`src/rtl/alu_v3.sv`:
```
// Three-stage signed fixed-point ALU with multiply-accumulate, saturation/wrap
// and valid/ready flow control on both sides.
module alu_v3 #(
  parameter int BUS_WIDTH = 8,
  parameter int FRAC_BITS = 0,
  parameter int SATURATE  = 1
) (
  input  logic                 clk,
  input  logic                 rst,
  input  logic                 in_valid,
  output logic                 in_ready,
  input  logic [2:0]           op,
  input  logic [BUS_WIDTH-1:0] sw,
  input  logic [BUS_WIDTH-1:0] imm,
  input  logic [BUS_WIDTH-1:0] data_a,
  input  logic [BUS_WIDTH-1:0] data_b,
  output logic                 out_valid,
  input  logic                 out_ready,
  output logic [BUS_WIDTH-1:0] result,
  output logic                 ovf
);

  localparam int W  = BUS_WIDTH;
  localparam int PW = 2 * BUS_WIDTH;
  localparam int WW = 2 * BUS_WIDTH + 1;

  localparam logic signed [WW-1:0] MAX_V = {{(W + 2){1'b0}}, {(W - 1){1'b1}}};
  localparam logic signed [WW-1:0] MIN_V = {{(W + 2){1'b1}}, {(W - 1){1'b0}}};
  localparam logic [W-1:0] MAX_R = {1'b0, {(W - 1){1'b1}}};
  localparam logic [W-1:0] MIN_R = {1'b1, {(W - 1){1'b0}}};

  typedef enum logic [2:0] {
    OP_LOAD   = 3'd0,
    OP_ADDI   = 3'd1,
    OP_ADD    = 3'd2,
    OP_SUB    = 3'd3,
    OP_MUL    = 3'd4,
    OP_MAC    = 3'd5,
    OP_CLRACC = 3'd6,
    OP_RDACC  = 3'd7
  } op_e;

  function automatic logic signed [WW-1:0] ext_w(input logic [W-1:0] x);
    return {{(WW - W){x[W-1]}}, x};
  endfunction

  function automatic logic signed [WW-1:0] ext_p(input logic [PW-1:0] x);
    return {x[PW-1], x};
  endfunction

  // Returns {ovf, narrowed value}: clamp or wrap depending on SATURATE.
  function automatic logic [W:0] fit_f(input logic signed [WW-1:0] v);
    logic [W:0] r;
    if (v > MAX_V) begin
      r = (SATURATE != 0) ? {1'b1, MAX_R} : {1'b1, v[W-1:0]};
    end else if (v < MIN_V) begin
      r = (SATURATE != 0) ? {1'b1, MIN_R} : {1'b1, v[W-1:0]};
    end else begin
      r = {1'b0, v[W-1:0]};
    end
    return r;
  endfunction

  logic                 stall_s;
  logic [W-1:0]         k_in_s;
  logic signed [PW-1:0] prod_full_s;
  logic signed [PW-1:0] prod_sh_s;
  logic signed [WW-1:0] wide_s;
  logic                 acc_wr_s;
  logic [W:0]           fit_s;

  logic                 v1_r, v2_r, out_valid_r, ovf_r;
  op_e                  op1_r, op2_r;
  logic [W-1:0]         a1_r, b1_r, k1_r, a2_r, b2_r, k2_r;
  logic [PW-1:0]        prod2_r;
  logic [W-1:0]         result_r, acc_r;

  assign stall_s   = out_valid_r && !out_ready;
  assign in_ready  = !stall_s;
  assign out_valid = out_valid_r;
  assign result    = result_r;
  assign ovf       = ovf_r;

  // Only LOAD and ADDI need a third operand; carry whichever one applies.
  always_comb begin
    if (op_e'(op) == OP_LOAD) begin
      k_in_s = sw;
    end else begin
      k_in_s = imm;
    end
  end

  // Stage 1: capture opcode and operands.
  always_ff @(posedge clk or posedge rst) begin
    if (rst) begin
      v1_r  <= 1'b0;
      op1_r <= OP_LOAD;
      a1_r  <= '0;
      b1_r  <= '0;
      k1_r  <= '0;
    end else if (!stall_s) begin
      v1_r  <= in_valid;
      op1_r <= op_e'(op);
      a1_r  <= data_a;
      b1_r  <= data_b;
      k1_r  <= k_in_s;
    end
  end

  assign prod_full_s = $signed({{W{a1_r[W-1]}}, a1_r}) * $signed({{W{b1_r[W-1]}}, b1_r});
  assign prod_sh_s   = prod_full_s >>> FRAC_BITS;

  // Stage 2: register the scaled product alongside the forwarded operands.
  always_ff @(posedge clk or posedge rst) begin
    if (rst) begin
      v2_r    <= 1'b0;
      op2_r   <= OP_LOAD;
      a2_r    <= '0;
      b2_r    <= '0;
      k2_r    <= '0;
      prod2_r <= '0;
    end else if (!stall_s) begin
      v2_r    <= v1_r;
      op2_r   <= op1_r;
      a2_r    <= a1_r;
      b2_r    <= b1_r;
      k2_r    <= k1_r;
      prod2_r <= prod_sh_s;
    end
  end

  // Stage 3 datapath: wide enough that no function can overflow before narrowing.
  always_comb begin
    wide_s   = '0;
    acc_wr_s = 1'b0;
    case (op2_r)
      OP_LOAD:   wide_s = ext_w(k2_r);
      OP_ADDI:   wide_s = ext_w(a2_r) + ext_w(k2_r);
      OP_ADD:    wide_s = ext_w(a2_r) + ext_w(b2_r);
      OP_SUB:    wide_s = ext_w(a2_r) - ext_w(b2_r);
      OP_MUL:    wide_s = ext_p(prod2_r);
      OP_MAC: begin
        wide_s   = ext_w(acc_r) + ext_p(prod2_r);
        acc_wr_s = 1'b1;
      end
      OP_CLRACC: begin
        wide_s   = '0;
        acc_wr_s = 1'b1;
      end
      OP_RDACC:  wide_s = ext_w(acc_r);
      default:   wide_s = '0;
    endcase
  end

  assign fit_s = fit_f(wide_s);

  // Stage 3 registers: result, overflow flag and the accumulator.
  always_ff @(posedge clk or posedge rst) begin
    if (rst) begin
      out_valid_r <= 1'b0;
      result_r    <= '0;
      ovf_r       <= 1'b0;
      acc_r       <= '0;
    end else if (!stall_s) begin
      out_valid_r <= v2_r;
      if (v2_r) begin
        result_r <= fit_s[W-1:0];
        ovf_r    <= fit_s[W];
        if (acc_wr_s) begin
          acc_r <= fit_s[W-1:0];
        end
      end
    end
  end

endmodule
```
`config.mk`:
```
export PLATFORM = sky130hd
export DESIGN_NAME = alu_v3
export DESIGN_NICKNAME = d
export VERILOG_FILES = /design/src/rtl/alu_v3.sv
export SDC_FILE = /design/constraint.sdc
export NUM_CORES = 1
export LEC_CHECK = 0
export BUFFER_PORTS_ARGS = -buffer_cell sky130_fd_sc_hd__buf_2
export CAP_MARGIN = 20
export CORE_UTILIZATION = 55
export DETAILED_ROUTE_END_ITERATION = 16
export PLACE_DENSITY_LB_ADDON = 0.05
export SYNTH_ARGS = -nofsm -noshare
export SYNTH_HDL_FRONTEND = slang
export SYNTH_SLANG_ARGS = --single-unit
```
`constraint.sdc`:
```
create_clock -name clk -period 9.3 [get_ports clk]
set_input_delay 0.465 -clock clk [delete_from_list [all_inputs] [get_ports clk]]
set_output_delay 0.465 -clock clk [all_outputs]
set_load 0.005 [all_outputs]
```
==> flow_metrics.tcl, run 1 <==
set metrics [dict create \
    outcome "complete, but fails checks" \
    failed_checks "design-rule violations" \
    syn-num-nets 1157 \
    worst_setup_path_end_kind "flip-flop" \
    detailroute.via_count 6803 \
    start_of_the_worst_register_to_register_path "b1_r[4]" \
    dr.pass1.iters 12 \
    drv.max_cap_violation_count 0 \
    post_synth.cell_area_avg_um2 8.44 \
    final_net_count 1174 \
    placement_rows 44 \
    grt_remaining_overflow 0 \
    cts_buffers 9 \
    final_common_cell "sky130_fd_sc_hd__nand2_1" \
    gp_congestion 0.895 \
    finalSetupViolations 0 \
    largest_net_degree_at_the_start_of_global_routing 84 \
    dieWidth_um 125 \
    worstPathMaxFanout 10 \
    top_post_synthesis_cells_by_area "sky130_fd_sc_hd__dfrtp_1 27%, sky130_fd_sc_hd__fa_1 14%, sky130_fd_sc_hd__ha_1 10%" \
    critical_path_class "reg2reg" \
    floorplan.initialDensity 0.569 \
    chipHeight_um 125 \
    area_of_the_mapped_netlist_um2 8360 \
    tritoncts_clock_tree "yes" \
    wl_per_cell_um 16.2 \
    dominant_register_cell_in_the_synthesized_netlist "sky130_fd_sc_hd__dfrtp_1" \
    drtIter0Drc 486 \
    setup.reg_to_reg.worst_slack_ps 4390 \
    first_pass_grt_wire_length_um 33000 \
    cts_sink_count 90 \
    cts_resized 0 \
    drc 2 \
    maxSlewHeadroom 0.460 \
    ys_async_sr_fraction 1.00 \
    clkSlewWorstSetupHoldPaths_ps 70 \
    die_area_um2 15700 \
    clock_path_buffers 2 \
    port_buffers 49 \
    critPathLaunch "b1_r[4]" \
    postSynthCellCount 990 \
    yosys.area.top_type "sky130_fd_sc_hd__dfrtp_1" \
    rsz0062_at_grt "no" \
    boundary_pins 50 \
    fmax_ghz 0.204 \
    netlist.area_leader.share 0.270 \
    postSynthRegisterBits 90 \
    global_route.usage.total 0.264 \
    final_cells 1196 \
    finalCriticalPeriod_ps 4910 \
    synth-seq-area-share 0.270 \
    hold_violations 0 \
    clock_skew_ps 6.67 \
    clockRootBuffer "sky130_fd_sc_hd__clkbuf_16" \
    first_global_vias 6626 \
    synth_enable_flop_cells 0 \
    worst_pin_slew_ps 810 \
    nFillCells 1334 \
    mostFrequentLayoutCells "184 x sky130_fd_sc_hd__nand2_1, 100 x sky130_fd_sc_hd__inv_1, 90 x sky130_fd_sc_hd__dfrtp_1, 69 x sky130_fd_sc_hd__ha_1, 63 x sky130_fd_sc_hd__nor2_1" \
    endpoint_arrival_time_on_the_critical_path_ps 5140 \
    critPathCapture "prod2_r[14]" \
    placeableCoreArea_um2 14700 \
    worst_hold_path_type "in2async" \
    worst_r2r_endpoint "prod2_r[14]" \
    fin_util 0.614 \
    drt_wl_total_um 19400 \
    cts.repair_timing.setup_buffer_count 0 \
    htree_levels 3 \
    syn_to_final_growth_pct 7.95 \
    worstSkewPairLatency_ps 350 \
    critical_path_required_ps 9530 \
    place.detailed.hpwl_um 14900 \
    placedCellCount 1180 \
    number_of_antenna_violations_at_the_first_check_in_global_routing 0 \
    vias_per_cell 5.69 \
    synth.lib_cells_used.distinct 63 \
    slew_violations 0 \
    cp-start-kind "flip-flop" \
    post-route-period-util 0.528 \
    antenna-diode-count 0 \
    dpl_cell_area_um2 8700 \
    post_route_cells_drive_above_1_share 0.0860 \
    ant_nets 0 \
    finish.instance_area_um2 9020 \
    cts_hold_buffers 0 \
    ys_warn_count 0 \
    worst-r2r-cell-count 17 \
    fin_tns_setup_ps 0 \
]
==> registers in the layout, indices dropped and copies added, names as in the netlist <==
name	count
k2_r	8
acc_r	8
ovf	1
b1_r	8
result	8
k1_r	8
a2_r	8
prod2_r	16
op1_r	3
out_valid	1
b2_r	8
v2_r	1
v1_r	1
a1_r	8
op2_r	3
==> critical path, cell delays in order (launching register included) <==
cell and delay (ps):
sky130_fd_sc_hd__dfrtp_1 500, sky130_fd_sc_hd__and2_1 210, sky130_fd_sc_hd__fa_1 420, sky130_fd_sc_hd__inv_1 100, sky130_fd_sc_hd__fa_1 400, sky130_fd_sc_hd__fa_1 470
sky130_fd_sc_hd__fa_1 540, sky130_fd_sc_hd__inv_1 50, sky130_fd_sc_hd__ha_1 310, sky130_fd_sc_hd__nor2b_1 160, sky130_fd_sc_hd__o21ai_0 200, sky130_fd_sc_hd__a21boi_0 160
sky130_fd_sc_hd__o21ai_0 220, sky130_fd_sc_hd__a21boi_0 160, sky130_fd_sc_hd__o21ai_0 230, sky130_fd_sc_hd__a211oi_1 110, sky130_fd_sc_hd__or3_1 320, sky130_fd_sc_hd__a31o_2 240
==> cell usage after synthesis, types with 14 or more instances <==
| cell type | number |
|---|---|
| sky130_fd_sc_hd__nor3_1 | 14 |
| sky130_fd_sc_hd__nand2_1 | 184 |
| sky130_fd_sc_hd__ha_1 | 69 |
| sky130_fd_sc_hd__o21ai_0 | 57 |
| sky130_fd_sc_hd__nor2_1 | 63 |
| sky130_fd_sc_hd__inv_1 | 102 |
| sky130_fd_sc_hd__clkbuf_1 | 38 |
| sky130_fd_sc_hd__a21oi_1 | 29 |
| sky130_fd_sc_hd__fa_1 | 59 |
| sky130_fd_sc_hd__and2_1 | 46 |
| sky130_fd_sc_hd__a31oi_1 | 20 |
| sky130_fd_sc_hd__dfrtp_1 | 90 |
| sky130_fd_sc_hd__xnor2_1 | 21 |
==> cell families after synthesis <==
family                     after synthesis  share of synthesized area
and+or+nand+nor                        371                      0.202
AOI/OAI and AO/OA                      199                      0.159
buffers and inverters                  153                     0.0698
adders and majority gates              128                      0.245
DFF                                     90                      0.270
xor gates and xnor gates                33                     0.0346
muxes                                   16                     0.0211
==> metal layers <==
layer,wire [µm],vias to the layer above,track usage
li1,-,3340,-
met1,9610,3241,0.389
met2,8510,191,0.411
met3,834,31,0.0270
met4,398,0,0.0803
met5,0,-,0
==> per-stage QoR <==
step | setup slack, ps | hold WS, ps
finish | 4390 | 193
global placement | 4560 | 450
global route | 4190 | 246
floorplan | 4720 | 439
CTS | 4400 | 212
detailed placement | 4380 | 457
==> worst min path at each step <==
stage	startpoint	end	slack, ps
2_1_floorplan	op1_r[0]	op1_r[0]	440
3_3_place_gp	v1_r	v1_r	450
3_5_place_dp	v1_r	v1_r	460
4_1_cts	rst	k1_r[0]	210
5_1_grt	rst	k1_r[0]	250
6_report	rst	k1_r[0]	190
==> cell type report <==
| type | count | area (µm²) | area share |
|---|---|---|---|
| Clock buffer | 9 | 225 | 0.0250 |
| Multi-Input combinational cell | 747 | 5530 | 0.613 |
| Sequential cell | 90 | 2250 | 0.250 |
| Inverter | 102 | 384 | 0.0426 |
| Clock inverter | 7 | 95.1 | 0.0105 |
| Tap cell | 184 | 230 | 0.0255 |
| Timing Repair Buffer | 57 | 305 | 0.0338 |
Power of run 1 is left out: the tool's default activity adds up to more than one toggle a clock period on the data nets, which glitch-free logic cannot reach.
==> run 2: changes to the inputs <==
==> constraint.sdc (replaced) <==
create_clock -name clk -period 4 [get_ports clk]
set_input_delay 0.2 -clock clk [delete_from_list [all_inputs] [get_ports clk]]
set_output_delay 0.2 -clock clk [all_outputs]
set_load 0.005 [all_outputs]
==> flow_metrics.tcl, run 2 (same netlist as run 1, synthesis figures left out) <==
set metrics [dict create \
    clkSlewWorstSetupHoldPaths_ps 70 \
    worst_setup_path_end_kind "flip-flop" \
    outcome "complete, but fails checks" \
    largest_register_ffs 16 \
    post_route_cells_drive_above_1_share 0.184 \
    antenna-diode-count 0 \
    path_cells "buf_6 > and2_4 > fa_1 > inv_2 > fa_1 > fa_1 > inv_1 > fa_1 > ha_1 > a21boi_4 > o21ai_2 > a21boi_2 > o21ai_2 > a211oi_2 > or3_1 > a31o_2" \
    drt_wl_total_um 20000 \
    maxSlewHeadroom 0.477 \
    fmax_ghz 0.229 \
    largest_net_degree_at_the_start_of_global_routing 84 \
    final_common_cell "sky130_fd_sc_hd__nand2_1" \
    worst_r2r_endpoint "prod2_r[14]" \
    boundary_pins 50 \
    cts_sink_count 90 \
    worstSkewPairLatency_ps 350 \
    worst-r2r-cell-count 16 \
    fin_util 0.661 \
    drc 0 \
    place.detailed.hpwl_um 15300 \
    chipHeight_um 125 \
    dr.pass1.iters 6 \
    first_pass_grt_wire_length_um 33500 \
    failed_checks "negative hold slack, negative setup slack" \
    placement_rows 44 \
    syn_to_final_growth_pct 16.2 \
    mostFrequentLayoutCells "184 x sky130_fd_sc_hd__nand2_1, 92 x sky130_fd_sc_hd__inv_1, 83 x sky130_fd_sc_hd__dfrtp_1, 68 x sky130_fd_sc_hd__buf_4, 63 x sky130_fd_sc_hd__ha_1" \
    worstPathMaxFanout 6 \
    start_of_the_worst_register_to_register_path "a1_r[3]" \
    port_buffers 49 \
    cts_hold_buffers 0 \
    cts_buffers 9 \
    gp_congestion 0.869 \
    placeableCoreArea_um2 14700 \
    die_area_um2 15700 \
    worst_pin_slew_ps 785 \
    largest_register "prod2_r" \
    clock_path_buffers 2 \
    dieWidth_um 125 \
    finalSetupViolations 6 \
    globalRouteMet3Util 0.0407 \
    finalCriticalPeriod_ps 4370 \
    global_route.usage.met1 0.391 \
    use_met2 0.422 \
    detailroute.via_count 6918 \
    post-route-period-util 1.09 \
    slew_violations 0 \
    critical_path_required_ps 4240 \
    drtIter0Drc 521 \
    vias_per_cell 5.49 \
    global_route.peak_usage_layer "met2" \
    critical_path_class "reg2reg" \
    number_of_antenna_violations_at_the_first_check_in_global_routing 0 \
    htree_levels 3 \
    cpMostUsedCell "sky130_fd_sc_hd__fa_1" \
    post-route-worst-setup-slack_ps -366 \
    final_net_count 1237 \
    endpoint_arrival_time_on_the_critical_path_ps 4610 \
    worst_hold_path_type "in2async" \
    hold_violations 25 \
    grt_remaining_overflow 0 \
    global_route.usage.total 0.269 \
    clock_skew_ps 9.41 \
    ant_nets 0 \
    critical_path.max_stage_delay_ps 490 \
    drv.max_cap_violation_count 0 \
    floorplan.initialDensity 0.569 \
    first_global_vias 6732 \
    fin_worst_hold_slack_ps -23.8 \
    wl_per_cell_um 15.9 \
    slowest_stage "sky130_fd_sc_hd__fa_1" \
    nFillCells 1262 \
    tritoncts_clock_tree "yes" \
    cp-start-kind "flip-flop" \
    rsz0062_at_grt "yes" \
    setup.reg_to_reg.worst_slack_ps -370 \
    clockRootBuffer "sky130_fd_sc_hd__clkbuf_16" \
]
[run 2: cell count changes in the layout (fill, tap and decap cells not counted), moves of 7 or more]
cell / before / now
sky130_fd_sc_hd__inv_2: 1 / 9
sky130_fd_sc_hd__and2_4: 0 / 7
sky130_fd_sc_hd__buf_4: 8 / 68
sky130_fd_sc_hd__and2_1: 46 / 39
sky130_fd_sc_hd__dfrtp_2: 0 / 7
sky130_fd_sc_hd__inv_1: 100 / 92
sky130_fd_sc_hd__dfrtp_1: 90 / 83
[run 2: final cells by class]
class	count	area [µm²]	area share
Clock buffer	9	225	0.0232
Inverter	102	384	0.0395
Timing Repair Buffer	120	790	0.0813
Multi-Input combinational cell	747	5730	0.590
Clock inverter	7	96.3	0.00992
Tap cell	184	230	0.0237
Sequential cell	90	2260	0.233
[run 2: what timing repair did]
action	in CTS	in global routing
gates resized for setup	15	37
pin swaps	9	21
setup buffers	9	2
endpoints found under the setup margin	6	8
[run 2: critical path: cells and delay by family (launching register included)]
kind | cells | cell delay, ps
adders and majority gates | 5 | 2220
AOI/OAI and AO/OA | 6 | 910
DFF | 1 | 450
and+or+nand+nor | 2 | 450
buffers and inverters | 3 | 230
[run 2: how the worst max path moves through the flow]
stage	slack [ps]	end	from
3_5_place_dp	-470	prod2_r[14]	a1_r[3]
5_1_grt	-520	prod2_r[14]	a1_r[3]
4_1_cts	-330	prod2_r[14]	a1_r[3]
3_3_place_gp	-400	prod2_r[14]	a1_r[3]
6_report	-370	prod2_r[14]	a1_r[3]
2_1_floorplan	-290	prod2_r[14]	a1_r[1]
[run 2: metrics by stage]
| step | setup slack [ps] | hold slack (ps) | TNS (ps) | cell area [µm²] | std cells |
|---|---|---|---|---|---|
| after floorplan | -294 | 312 | -527 | 8440 | 990 |
| after global placement | -400 | 380 | -1470 | 9150 | 1232 |
| after detailed placement | -470 | 382 | -1680 | 9150 | 1232 |
| after CTS | -328 | 0.423 | -1440 | 9570 | 1257 |
| after global routing | -525 | 29.0 | -2520 | 9710 | 1259 |
| final | -366 | -23.8 | -1470 | 9710 | 1259 |
[run 2: metal layers]
| layer | up-vias | part of all wire | wire length, µm |
|---|---|---|---|
| met5 | - | 0 | 0 |
| met4 | 0 | 0.012 | 246 |
| met3 | 15 | 0.039 | 772 |
| met2 | 153 | 0.45 | 8980 |
| met1 | 3273 | 0.50 | 10000 |
| li1 | 3477 | - | - |
Power of run 2 is left out for the same reason.
==> run 3: changes to the inputs <==
--- a/config.mk
+++ b/config.mk
@@ -5,11 +5,12 @@
 export SDC_FILE = /design/constraint.sdc
 export NUM_CORES = 1
 export LEC_CHECK = 0
-export BUFFER_PORTS_ARGS = -buffer_cell sky130_fd_sc_hd__buf_2
+export BUFFER_PORTS_ARGS = -buffer_cell sky130_fd_sc_hd__clkbuf_2
 export CAP_MARGIN = 20
 export CORE_UTILIZATION = 55
 export DETAILED_ROUTE_END_ITERATION = 16
 export PLACE_DENSITY_LB_ADDON = 0.05
+export SKIP_CTS_REPAIR_TIMING = 1
 export SYNTH_ARGS = -nofsm -noshare
 export SYNTH_HDL_FRONTEND = slang
 export SYNTH_SLANG_ARGS = --single-unit
==> flow_metrics.tcl, run 3 (same netlist as run 1, synthesis figures left out) <==
set metrics [dict create \
    outcome "complete, but fails checks" \
    failed_checks "negative setup slack" \
    port_buffers 49 \
    clock_skew_ps 8.94 \
    critical_path_required_ps 4240 \
    drc 0 \
    global_route.usage.total 0.267 \
    final_common_cell "sky130_fd_sc_hd__nand2_1" \
    first_global_vias 6635 \
    largest_register "prod2_r" \
    dieWidth_um 125 \
    slowest_stage "sky130_fd_sc_hd__fa_1" \
    dr.pass1.iters 5 \
    grt_remaining_overflow 0 \
    worstPathMaxFanout 6 \
    critical_path.max_stage_delay_ps 550 \
    final_net_count 1234 \
    fmax_ghz 0.229 \
    critPathLaunch "b1_r[5]" \
    syn_to_final_growth_pct 15.3 \
    drv.max_cap_violation_count 0 \
    drtIter0Drc 488 \
    clockRootBuffer "sky130_fd_sc_hd__clkbuf_16" \
    worst_pin_slew_ps 806 \
    critical_path_class "reg2reg" \
    worst_setup_path_end_kind "flip-flop" \
    endpoint_arrival_time_on_the_critical_path_ps 4610 \
    tritoncts_clock_tree "yes" \
    post-route-period-util 1.09 \
    finish.instance_area_um2 9640 \
    worst_hold_path_type "in2reg" \
    htree_levels 3 \
    vias_per_cell 5.50 \
    cts_sink_count 90 \
    dpl_cell_area_um2 9150 \
    ant_nets 0 \
    cpMostUsedCell "sky130_fd_sc_hd__fa_1" \
    largest_net_degree_at_the_start_of_global_routing 84 \
    die_area_um2 15700 \
    finalSetupViolations 5 \
    worstSkewPairLatency_ps 350 \
    slew_violations 0 \
    number_of_antenna_violations_at_the_first_check_in_global_routing 0 \
    placeableCoreArea_um2 14700 \
    mostFrequentLayoutCells "183 x sky130_fd_sc_hd__nand2_1, 96 x sky130_fd_sc_hd__inv_1, 82 x sky130_fd_sc_hd__dfrtp_1, 64 x sky130_fd_sc_hd__ha_1, 63 x sky130_fd_sc_hd__buf_4" \
    clock_path_buffers 2 \
    hold_start "in_valid" \
    clkSlewWorstSetupHoldPaths_ps 70 \
    largest_register_ffs 16 \
    chipHeight_um 125 \
    hold_violations 0 \
    antenna-diode-count 0 \
    start_of_the_worst_register_to_register_path "b1_r[5]" \
    path_cells "and2_1 > fa_1 > inv_2 > fa_1 > fa_1 > inv_1 > fa_1 > ha_1 > a21boi_4 > o21ai_2 > a21boi_2 > o21ai_2 > a211oi_2 > or3_1 > a31o_2" \
    placement_rows 44 \
    post-route-worst-setup-slack_ps -373 \
    first_pass_grt_wire_length_um 33100 \
    finalCriticalPeriod_ps 4370 \
    timing.critical_path.buf_inv 2 \
    critPathTopFamily "adder cells" \
    rsz0062_at_grt "yes" \
    fin_util 0.656 \
    floorplan.initialDensity 0.569 \
    place.detailed.hpwl_um 15500 \
    gp_congestion 0.880 \
    maxSlewHeadroom 0.462 \
    drt_wl_total_um 19600 \
    detailroute.via_count 6904 \
    boundary_pins 50 \
    cp-start-kind "flip-flop" \
    post_route_cells_drive_above_1_share 0.172 \
    cts_buffers 9 \
    wl_per_cell_um 15.6 \
]
[run 3: path summary, 6_finish.rpt]
kind                       cells after the start           to  slack (ps)
setup / recovery                              15  prod2_r[14]        -370
hold / removal                                 3         v1_r          40
setup reg to reg                              15  prod2_r[14]        -370
hold reg to reg                                2      k2_r[5]         470
max in group asynchronous                      4     acc_r[7]        2860
min in group asynchronous                      3      k1_r[0]         340
[run 3: worst min-delay path: stages]
cell and delay, ps:
sky130_fd_sc_hd__clkbuf_2 70, sky130_fd_sc_hd__nand2_1 40, sky130_fd_sc_hd__nand2_1 50
[run 3: metrics by stage]
stage | worst slack, ps | hold slack, ps | cells | TNS (ps)
finish | -373 | 35.3 | 1256 | -1370
global route | -520 | 44.5 | 1256 | -2330
CTS | -497 | -228 | 1249 | -1810
detailed placement | -485 | 158 | 1233 | -1660
global placement | -401 | 158 | 1233 | -1470
floorplan | -294 | 312 | 990 | -527
[run 3: final cells by class]
type	count	area, µm²
clock buffer	11	253
clock inverter	5	65.1
fill	1311	5060
inverter	102	384
multi-input combinational	747	5660
sequential	90	2260
tap	184	230
timing repair buffer	117	782
[run 3: routing by layer]
| metal | track usage | share of wire |
|---|---|---|
| met3 | 0.0347 | 0.043 |
| met1 | 0.399 | 0.51 |
| met4 | 0.0725 | 0.013 |
| met2 | 0.407 | 0.44 |
| met5 | 0 | 0 |
Power of run 3 is left out for the same reason.
